File: config.mk
export PLATFORM = sky130hd
export DESIGN_NAME = alu_mdu
export DESIGN_NICKNAME = d
export VERILOG_FILES = /design/src/rtl/alu_pkg.sv /design/src/rtl/mdu_core.sv /design/src/rtl/alu_mdu.sv
export SDC_FILE = /design/constraint.sdc
export NUM_CORES = 1
export LEC_CHECK = 0
export BUFFER_PORTS_ARGS = -buffer_cell sky130_fd_sc_hd__buf_2
export CAP_MARGIN = 5
export CORE_AREA = 2 2 272 274
export DETAILED_ROUTE_END_ITERATION = 16
export DIE_AREA = 0 0 274 276
export PLACE_DENSITY = 0.49
export SLEW_MARGIN = 20
export SYNTH_ARGS = -nofsm -noshare
export SYNTH_HDL_FRONTEND = slang
export SYNTH_SLANG_ARGS = --single-unit
File: constraint.sdc
create_clock -name clk -period 6.7 [get_ports clk]
set_clock_uncertainty 0.1 [all_clocks]
set_input_delay 0.67 -clock clk [delete_from_list [all_inputs] [get_ports clk]]
set_output_delay 0.67 -clock clk [all_outputs]
set_load 0.01 [all_outputs]
File: src/rtl/alu_pkg.sv
// ============================================================================
// Module : alu_pkg
// Brief  : ALU control codes, multiply/divide op codes and MDU state type.
// Rev    : 1.0  initial release
// ============================================================================
`default_nettype none

package alu_pkg;

  localparam logic [2:0] ALU_AND  = 3'b000;
  localparam logic [2:0] ALU_OR   = 3'b001;
  localparam logic [2:0] ALU_ADD  = 3'b010;
  localparam logic [2:0] ALU_ZERO = 3'b011;
  localparam logic [2:0] ALU_ANDN = 3'b100;
  localparam logic [2:0] ALU_ORN  = 3'b101;
  localparam logic [2:0] ALU_SUB  = 3'b110;
  localparam logic [2:0] ALU_SLT  = 3'b111;

  localparam logic [2:0] MD_NONE  = 3'b000;
  localparam logic [2:0] MD_MULT  = 3'b001;
  localparam logic [2:0] MD_MULTU = 3'b010;
  localparam logic [2:0] MD_DIV   = 3'b011;
  localparam logic [2:0] MD_DIVU  = 3'b100;
  localparam logic [2:0] MD_MTHI  = 3'b101;
  localparam logic [2:0] MD_MTLO  = 3'b110;
  localparam logic [2:0] MD_NONE2 = 3'b111;

  typedef enum logic [1:0] {
    ST_IDLE = 2'd0,
    ST_RUN  = 2'd1,
    ST_FIX  = 2'd2,
    ST_DONE = 2'd3
  } mdu_state_t;

endpackage

`default_nettype wire

File: src/rtl/mdu_core.sv
// ============================================================================
// Module : mdu_core
// Brief  : Iterative shift-add multiplier / restoring divider with sign fixup.
// Rev    : 1.0  initial release
// ============================================================================
`default_nettype none

module mdu_core
  import alu_pkg::*;
#(
  parameter int WIDTH = 32
) (
  input  logic             clk,
  input  logic             rst,
  input  logic             i_load,
  input  logic [2:0]       i_op,
  input  logic [WIDTH-1:0] i_a,
  input  logic [WIDTH-1:0] i_b,
  input  logic             i_step,
  output logic             o_last,
  output logic [WIDTH-1:0] o_hi,
  output logic [WIDTH-1:0] o_lo
);

  localparam int CW = $clog2(WIDTH);
  localparam logic [CW-1:0] C_LAST = CW'(WIDTH - 1);

  logic [CW-1:0]    r_cnt;
  logic             r_is_div;
  logic             r_neg_res;
  logic             r_neg_rem;
  logic             r_b_zero;
  logic [WIDTH-1:0] r_a_orig;
  logic [WIDTH-1:0] r_mag_b;
  logic [WIDTH-1:0] r_p_hi;
  logic [WIDTH-1:0] r_p_lo;

  logic             w_signed;
  logic             w_is_div;
  logic [WIDTH-1:0] w_mag_a;
  logic [WIDTH-1:0] w_mag_b;
  logic [WIDTH:0]   w_addend;
  logic [WIDTH:0]   w_sum;
  logic [WIDTH:0]   w_shift;
  logic [WIDTH:0]   w_diff;
  logic             w_borrow;
  logic [2*WIDTH-1:0] w_prod;
  logic [2*WIDTH-1:0] w_prod_fix;
  logic [WIDTH-1:0] w_quo;
  logic [WIDTH-1:0] w_rem;

  assign w_signed = (i_op == MD_MULT) || (i_op == MD_DIV);
  assign w_is_div = (i_op == MD_DIV)  || (i_op == MD_DIVU);
  assign w_mag_a  = (w_signed && i_a[WIDTH-1]) ? -i_a : i_a;
  assign w_mag_b  = (w_signed && i_b[WIDTH-1]) ? -i_b : i_b;

  // Multiply: multiplier sits in r_p_lo and shifts out LSB-first while the
  // partial product accumulates in r_p_hi.
  assign w_addend = r_p_lo[0] ? {1'b0, r_mag_b} : '0;
  assign w_sum    = {1'b0, r_p_hi} + w_addend;

  // Divide: r_p_hi is the partial remainder, r_p_lo shifts dividend out / quotient in.
  assign w_shift  = {r_p_hi, r_p_lo[WIDTH-1]};
  assign w_diff   = w_shift - {1'b0, r_mag_b};
  assign w_borrow = w_diff[WIDTH];

  assign o_last = (r_cnt == C_LAST);

  always_ff @(posedge clk or posedge rst) begin
    if (rst) begin
      r_cnt     <= '0;
      r_is_div  <= 1'b0;
      r_neg_res <= 1'b0;
      r_neg_rem <= 1'b0;
      r_b_zero  <= 1'b0;
      r_a_orig  <= '0;
      r_mag_b   <= '0;
      r_p_hi    <= '0;
      r_p_lo    <= '0;
    end else if (i_load) begin
      r_cnt     <= '0;
      r_is_div  <= w_is_div;
      r_neg_res <= w_signed & (i_a[WIDTH-1] ^ i_b[WIDTH-1]);
      r_neg_rem <= w_signed & i_a[WIDTH-1];
      r_b_zero  <= (i_b == '0);
      r_a_orig  <= i_a;
      r_mag_b   <= w_mag_b;
      r_p_hi    <= '0;
      r_p_lo    <= w_mag_a;
    end else if (i_step) begin
      r_cnt <= o_last ? '0 : r_cnt + 1'b1;
      if (r_is_div) begin
        r_p_hi <= w_borrow ? w_shift[WIDTH-1:0] : w_diff[WIDTH-1:0];
        r_p_lo <= {r_p_lo[WIDTH-2:0], ~w_borrow};
      end else begin
        r_p_hi <= w_sum[WIDTH:1];
        r_p_lo <= {w_sum[0], r_p_lo[WIDTH-1:1]};
      end
    end
  end

  assign w_prod     = {r_p_hi, r_p_lo};
  assign w_prod_fix = r_neg_res ? -w_prod : w_prod;
  assign w_quo      = r_neg_res ? -r_p_lo : r_p_lo;
  assign w_rem      = r_neg_rem ? -r_p_hi : r_p_hi;

  always_comb begin
    o_hi = w_prod_fix[2*WIDTH-1:WIDTH];
    o_lo = w_prod_fix[WIDTH-1:0];
    if (r_is_div) begin
      if (r_b_zero) begin
        o_hi = r_a_orig;
        o_lo = '1;
      end else begin
        o_hi = w_rem;
        o_lo = w_quo;
      end
    end
  end

endmodule

`default_nettype wire

File: src/rtl/alu_mdu.sv
// ============================================================================
// Module : alu_mdu
// Brief  : Combinational ALU plus iterative multiply/divide unit with HI/LO.
// Rev    : 1.0  initial release
// ============================================================================
`default_nettype none

module alu_mdu
  import alu_pkg::*;
#(
  parameter int WIDTH = 32
) (
  input  logic             clk,
  input  logic             rst,
  input  logic [WIDTH-1:0] srca,
  input  logic [WIDTH-1:0] srcb,
  input  logic [2:0]       alucontrol,
  output logic [WIDTH-1:0] aluout,
  output logic             overflow,
  output logic             zero,
  input  logic [2:0]       md_op,
  input  logic             md_start,
  output logic             md_busy,
  output logic             md_done,
  output logic [WIDTH-1:0] hi,
  output logic [WIDTH-1:0] lo
);

  logic [WIDTH-1:0] w_sum;
  logic [WIDTH-1:0] w_diff;
  logic             w_ov_add;
  logic             w_ov_sub;
  logic             w_slt;

  assign w_sum    = srca + srcb;
  assign w_diff   = srca - srcb;
  assign w_ov_add = (srca[WIDTH-1] == srcb[WIDTH-1]) && (w_sum[WIDTH-1]  != srca[WIDTH-1]);
  assign w_ov_sub = (srca[WIDTH-1] != srcb[WIDTH-1]) && (w_diff[WIDTH-1] != srca[WIDTH-1]);
  // The sign of the difference is wrong exactly when the subtraction overflows.
  assign w_slt    = w_diff[WIDTH-1] ^ w_ov_sub;

  always_comb begin
    aluout   = '0;
    overflow = 1'b0;
    case (alucontrol)
      ALU_AND:  aluout = srca & srcb;
      ALU_OR:   aluout = srca | srcb;
      ALU_ADD:  begin aluout = w_sum;  overflow = w_ov_add; end
      ALU_ANDN: aluout = srca & ~srcb;
      ALU_ORN:  aluout = srca | ~srcb;
      ALU_SUB:  begin aluout = w_diff; overflow = w_ov_sub; end
      ALU_SLT:  aluout = {{(WIDTH-1){1'b0}}, w_slt};
      default:  aluout = '0;
    endcase
  end

  assign zero = (aluout == '0);

  mdu_state_t       r_state;
  mdu_state_t       w_state_nxt;
  logic             w_ready;
  logic             w_accept;
  logic             w_move_hi;
  logic             w_move_lo;
  logic             w_last;
  logic [WIDTH-1:0] w_core_hi;
  logic [WIDTH-1:0] w_core_lo;

  assign w_ready   = (r_state == ST_IDLE) || (r_state == ST_DONE);
  assign w_accept  = w_ready && md_start &&
                     ((md_op == MD_MULT) || (md_op == MD_MULTU) ||
                      (md_op == MD_DIV)  || (md_op == MD_DIVU));
  assign w_move_hi = w_ready && md_start && (md_op == MD_MTHI);
  assign w_move_lo = w_ready && md_start && (md_op == MD_MTLO);

  always_ff @(posedge clk or posedge rst) begin
    if (rst) r_state <= ST_IDLE;
    else     r_state <= w_state_nxt;
  end

  always_comb begin
    w_state_nxt = r_state;
    md_busy     = 1'b0;
    md_done     = 1'b0;
    case (r_state)
      ST_IDLE: if (w_accept) w_state_nxt = ST_RUN;
      ST_RUN: begin
        md_busy = 1'b1;
        if (w_last) w_state_nxt = ST_FIX;
      end
      ST_FIX: begin
        md_busy     = 1'b1;
        w_state_nxt = ST_DONE;
      end
      ST_DONE: begin
        md_done     = 1'b1;
        w_state_nxt = w_accept ? ST_RUN : ST_IDLE;
      end
      default: w_state_nxt = ST_IDLE;
    endcase
  end

  mdu_core #(
    .WIDTH (WIDTH)
  ) u_core (
    .clk    (clk),
    .rst    (rst),
    .i_load (w_accept),
    .i_op   (md_op),
    .i_a    (srca),
    .i_b    (srcb),
    .i_step (r_state == ST_RUN),
    .o_last (w_last),
    .o_hi   (w_core_hi),
    .o_lo   (w_core_lo)
  );

  always_ff @(posedge clk or posedge rst) begin
    if (rst) begin
      hi <= '0;
      lo <= '0;
    end else if (r_state == ST_FIX) begin
      hi <= w_core_hi;
      lo <= w_core_lo;
    end else begin
      if (w_move_hi) hi <= srca;
      if (w_move_lo) lo <= srca;
    end
  end

endmodule

`default_nettype wire

==> results_dict.tcl <==
set metrics [dict create \
    die_h_um 276 \
    vias 21551 \
    n_antenna_cell 0 \
    timing.fmax_mhz 148 \
    crit_fanout 3 \
    cap_violations 0 \
    async_flop_share_pct 100 \
    numCtsBuffers 24 \
    grt_max_degree 119 \
    htreeDepth 1 \
    start_util_pct 29.8 \
    r2r_end "u_core.r_p_hi[3]" \
    fin_crit_ns 6.76 \
    rsz0062_at_grt "yes" \
    r2r-start "u_core.r_p_lo[31]" \
    r2r_slack_ns 1.96 \
    rows 99 \
    cts_buffer_depth 3 \
    setup_slack_ns -0.0630 \
    synth_fp_nets 3064 \
    leakage_nw 10.7 \
    synthCells 2850 \
    dieArea_mm2 0.0756 \
    cts_hold_repair.buffers 0 \
    syn_area_mm2 0.0217 \
    ys_types 81 \
    fin_crit_sh_pct 101 \
    core-area_mm2 0.0726 \
    finalSetupViolCount 1 \
    slew_headroom_pct 22.8 \
    antenna_found_initial 0 \
    grt_pass1_vias 20850 \
    hold_viol_final 0 \
    finalPower_mw 10.9 \
    timing_worst_setup_path_type "input port to primary output" \
    drc 0 \
    synthFlopType "dfrtp_1" \
    dpl.hpwl_mm 66.6 \
    ys_seq_area_share_pct 23.5 \
    final_common_cell "nand2_1" \
    drt_iter0_drc 1690 \
    final_max_slew_viol_count 0 \
    reg2reg_depth 14 \
    gp_congestion 0.934 \
    ys_seq_elements 203 \
    cts_setup_buffers 0 \
    worstPathArrival_ns 5.99 \
    worstSkewPairLatency_ns 0.56 \
    power_density_mw_per_mm2 436 \
    avgSynthCellArea_um2 7.60 \
    syn_to_final_growth_pct 15.4 \
    io_buffers 172 \
    yosys_warnings 0 \
    antenna_left 0 \
    wl_per_cell_um 22.1 \
    clock-sinks 203 \
    clkSlewWorstSetupHoldPaths_ns 0.06 \
    cts_tree "built" \
    layout-drive-gt1-share_pct 14.2 \
    overflow 0 \
    ios 173 \
    final_nets 3192 \
    synthMuxAreaShare_pct 5.82 \
    synth_edf_count 0 \
    synthAdderAreaFrac_pct 9.38 \
    chipWidth_um 274 \
    routed_wl_mm 87.4 \
    synth_top_family_by_area "compound AO/OA/AOI/OAI gates" \
    hold_path.class "input port to asynchronous set/reset pin" \
    worstMarginPinSlew_ns 1.16 \
    gr-usage-all-layers_pct 22.4 \
    worstSetupEndpointType "primary output" \
    grt_pass1_wl_mm 132 \
    crit_required_ns 5.93 \
    hold_ws_ns 0.179 \
    ir_drop_v 0.000219 \
    violations "negative setup slack" \
    viasPerCell 5.45 \
    start_kind "input port" \
    dpl_worst_slack_ns -0.596 \
    dr.pass1.iters 6 \
    yosys.area_share.simple_pct 19.4 \
    synthXorXnorAreaFrac_pct 10.1 \
    cts_root_buf "clkbuf_16" \
    status "finished with violations" \
    mostFrequentLayoutCells "nand2_1, o21ai_0, a21oi_1" \
    synth_compound_area_share_pct 25.8 \
]
synthesized netlist by cell type, types with 31 or more instances:
library cell	count	area, µm²
nand2_1	369	1390
o21ai_0	254	1270
mux2i_1	117	1170
nand2b_1	36	225
nor3_1	44	220
inv_1	129	484
o211ai_1	75	563
ha_1	136	1700
a21oi_1	206	1030
o31ai_1	35	263
a31oi_1	31	194
dfrtp_1	203	5080
xor2_1	96	841
a211oi_1	64	480
and2_1	44	275
clkbuf_1	185	694
nor2_1	177	664
nand3_1	38	190
xnor2_1	154	1350
a21o_1	40	300
power by group:
part	internal [mW]	leakage, nW	switching, mW
Clock	0.829	0.401	0.612
Sequential	1.81	2.48	0.813
Combinational	2.78	7.77	4.06
sequential cells by signal, summed over array words and instances (netlist names):
signal,count
u_core.r_mag_b,32
u_core.r_p_hi,32
u_core.r_p_lo,32
u_core.r_neg_res,1
u_core.r_neg_rem,1
hi,32
r_state,2
u_core.r_is_div,1
u_core.r_cnt,5
u_core.r_b_zero,1
u_core.r_a_orig,32
lo,32
worst max-delay path: stages:
cell       delay, ns
buf_2           0.09
inv_1           0.05
ha_1            0.28
nor2b_4         0.15
o221a_4         0.23
o21ai_2         0.10
a21oi_2         0.22
o211ai_1        0.21
a211oi_1        0.27
buf_4           0.15
o22ai_1         0.10
o21bai_1        0.16
a21oi_1         0.11
fa_2            0.45
a31oi_1         0.16
nor3_1          0.08
nand4bb_1       0.19
or4b_1          0.49
or4_4           0.47
nor4_4          0.16
buf_4           0.15
nand4b_1        0.11
nor4_2          0.17
buf_4           0.16
nand4b_1        0.17
nor4_1          0.23
buf_2           0.18
metal layers:
metal  track usage [%]  part of all wire, %
met1              30.7                   46
met2              36.4                   46
met3              2.72                  4.9
met4              7.18                  3.3
met5                 0                    0
cell type report:
| cell class | count | area (µm²) |
|---|---|---|
| flip-flops and latches | 203 | 5090 |
| repair buffers | 317 | 1980 |
| inverters | 130 | 495 |
| clock inverters | 17 | 214 |
| clock buffers | 27 | 622 |
| multi-input cells | 2302 | 15400 |
| well taps | 959 | 1200 |
| fillers | 7847 | 47600 |
logic make-up (layout without fill, tap and decap cells):
group / after synthesis / after routing
and+or+nand+nor: 884 / 884
AOI/OAI and AO/OA: 879 / 879
buffers and inverters: 345 / 491
xor gates and xnor gates: 250 / 250
DFF: 203 / 203
adders and majority gates: 164 / 164
muxes: 125 / 125
what timing repair did:
action / in CTS / in global routing
pin swaps: 6 / 2
gates resized for setup: 13 / 3
setup endpoints to repair: 1 / 1
gates cloned: 0 / 0
metrics by stage:
step	TNS (ns)	utilization, %	area [µm²]	instances
after floorplan	0	-	21700	2850
after CTS	-0.109	34.4	25000	3955
after detailed placement	-0.596	33.2	24100	3911
final	-0.0630	34.4	25000	3955
after global routing	-0.350	34.4	25000	3955
after global placement	-0.449	33.2	24100	3911
worst max path at each step:
stage | slack (ns) | end | depth (start not counted) | startpoint
after detailed placement | -0.60 | zero | 27 | srcb[1]
final | -0.06 | zero | 27 | srcb[1]
after global routing | -0.35 | zero | 27 | srcb[1]
after global placement | -0.45 | zero | 27 | srcb[1]
after CTS | -0.11 | zero | 27 | srcb[1]
after floorplan | 0.39 | hi[0] | 1 | rst
No activity file was read; power rests on OpenSTA's default activity.
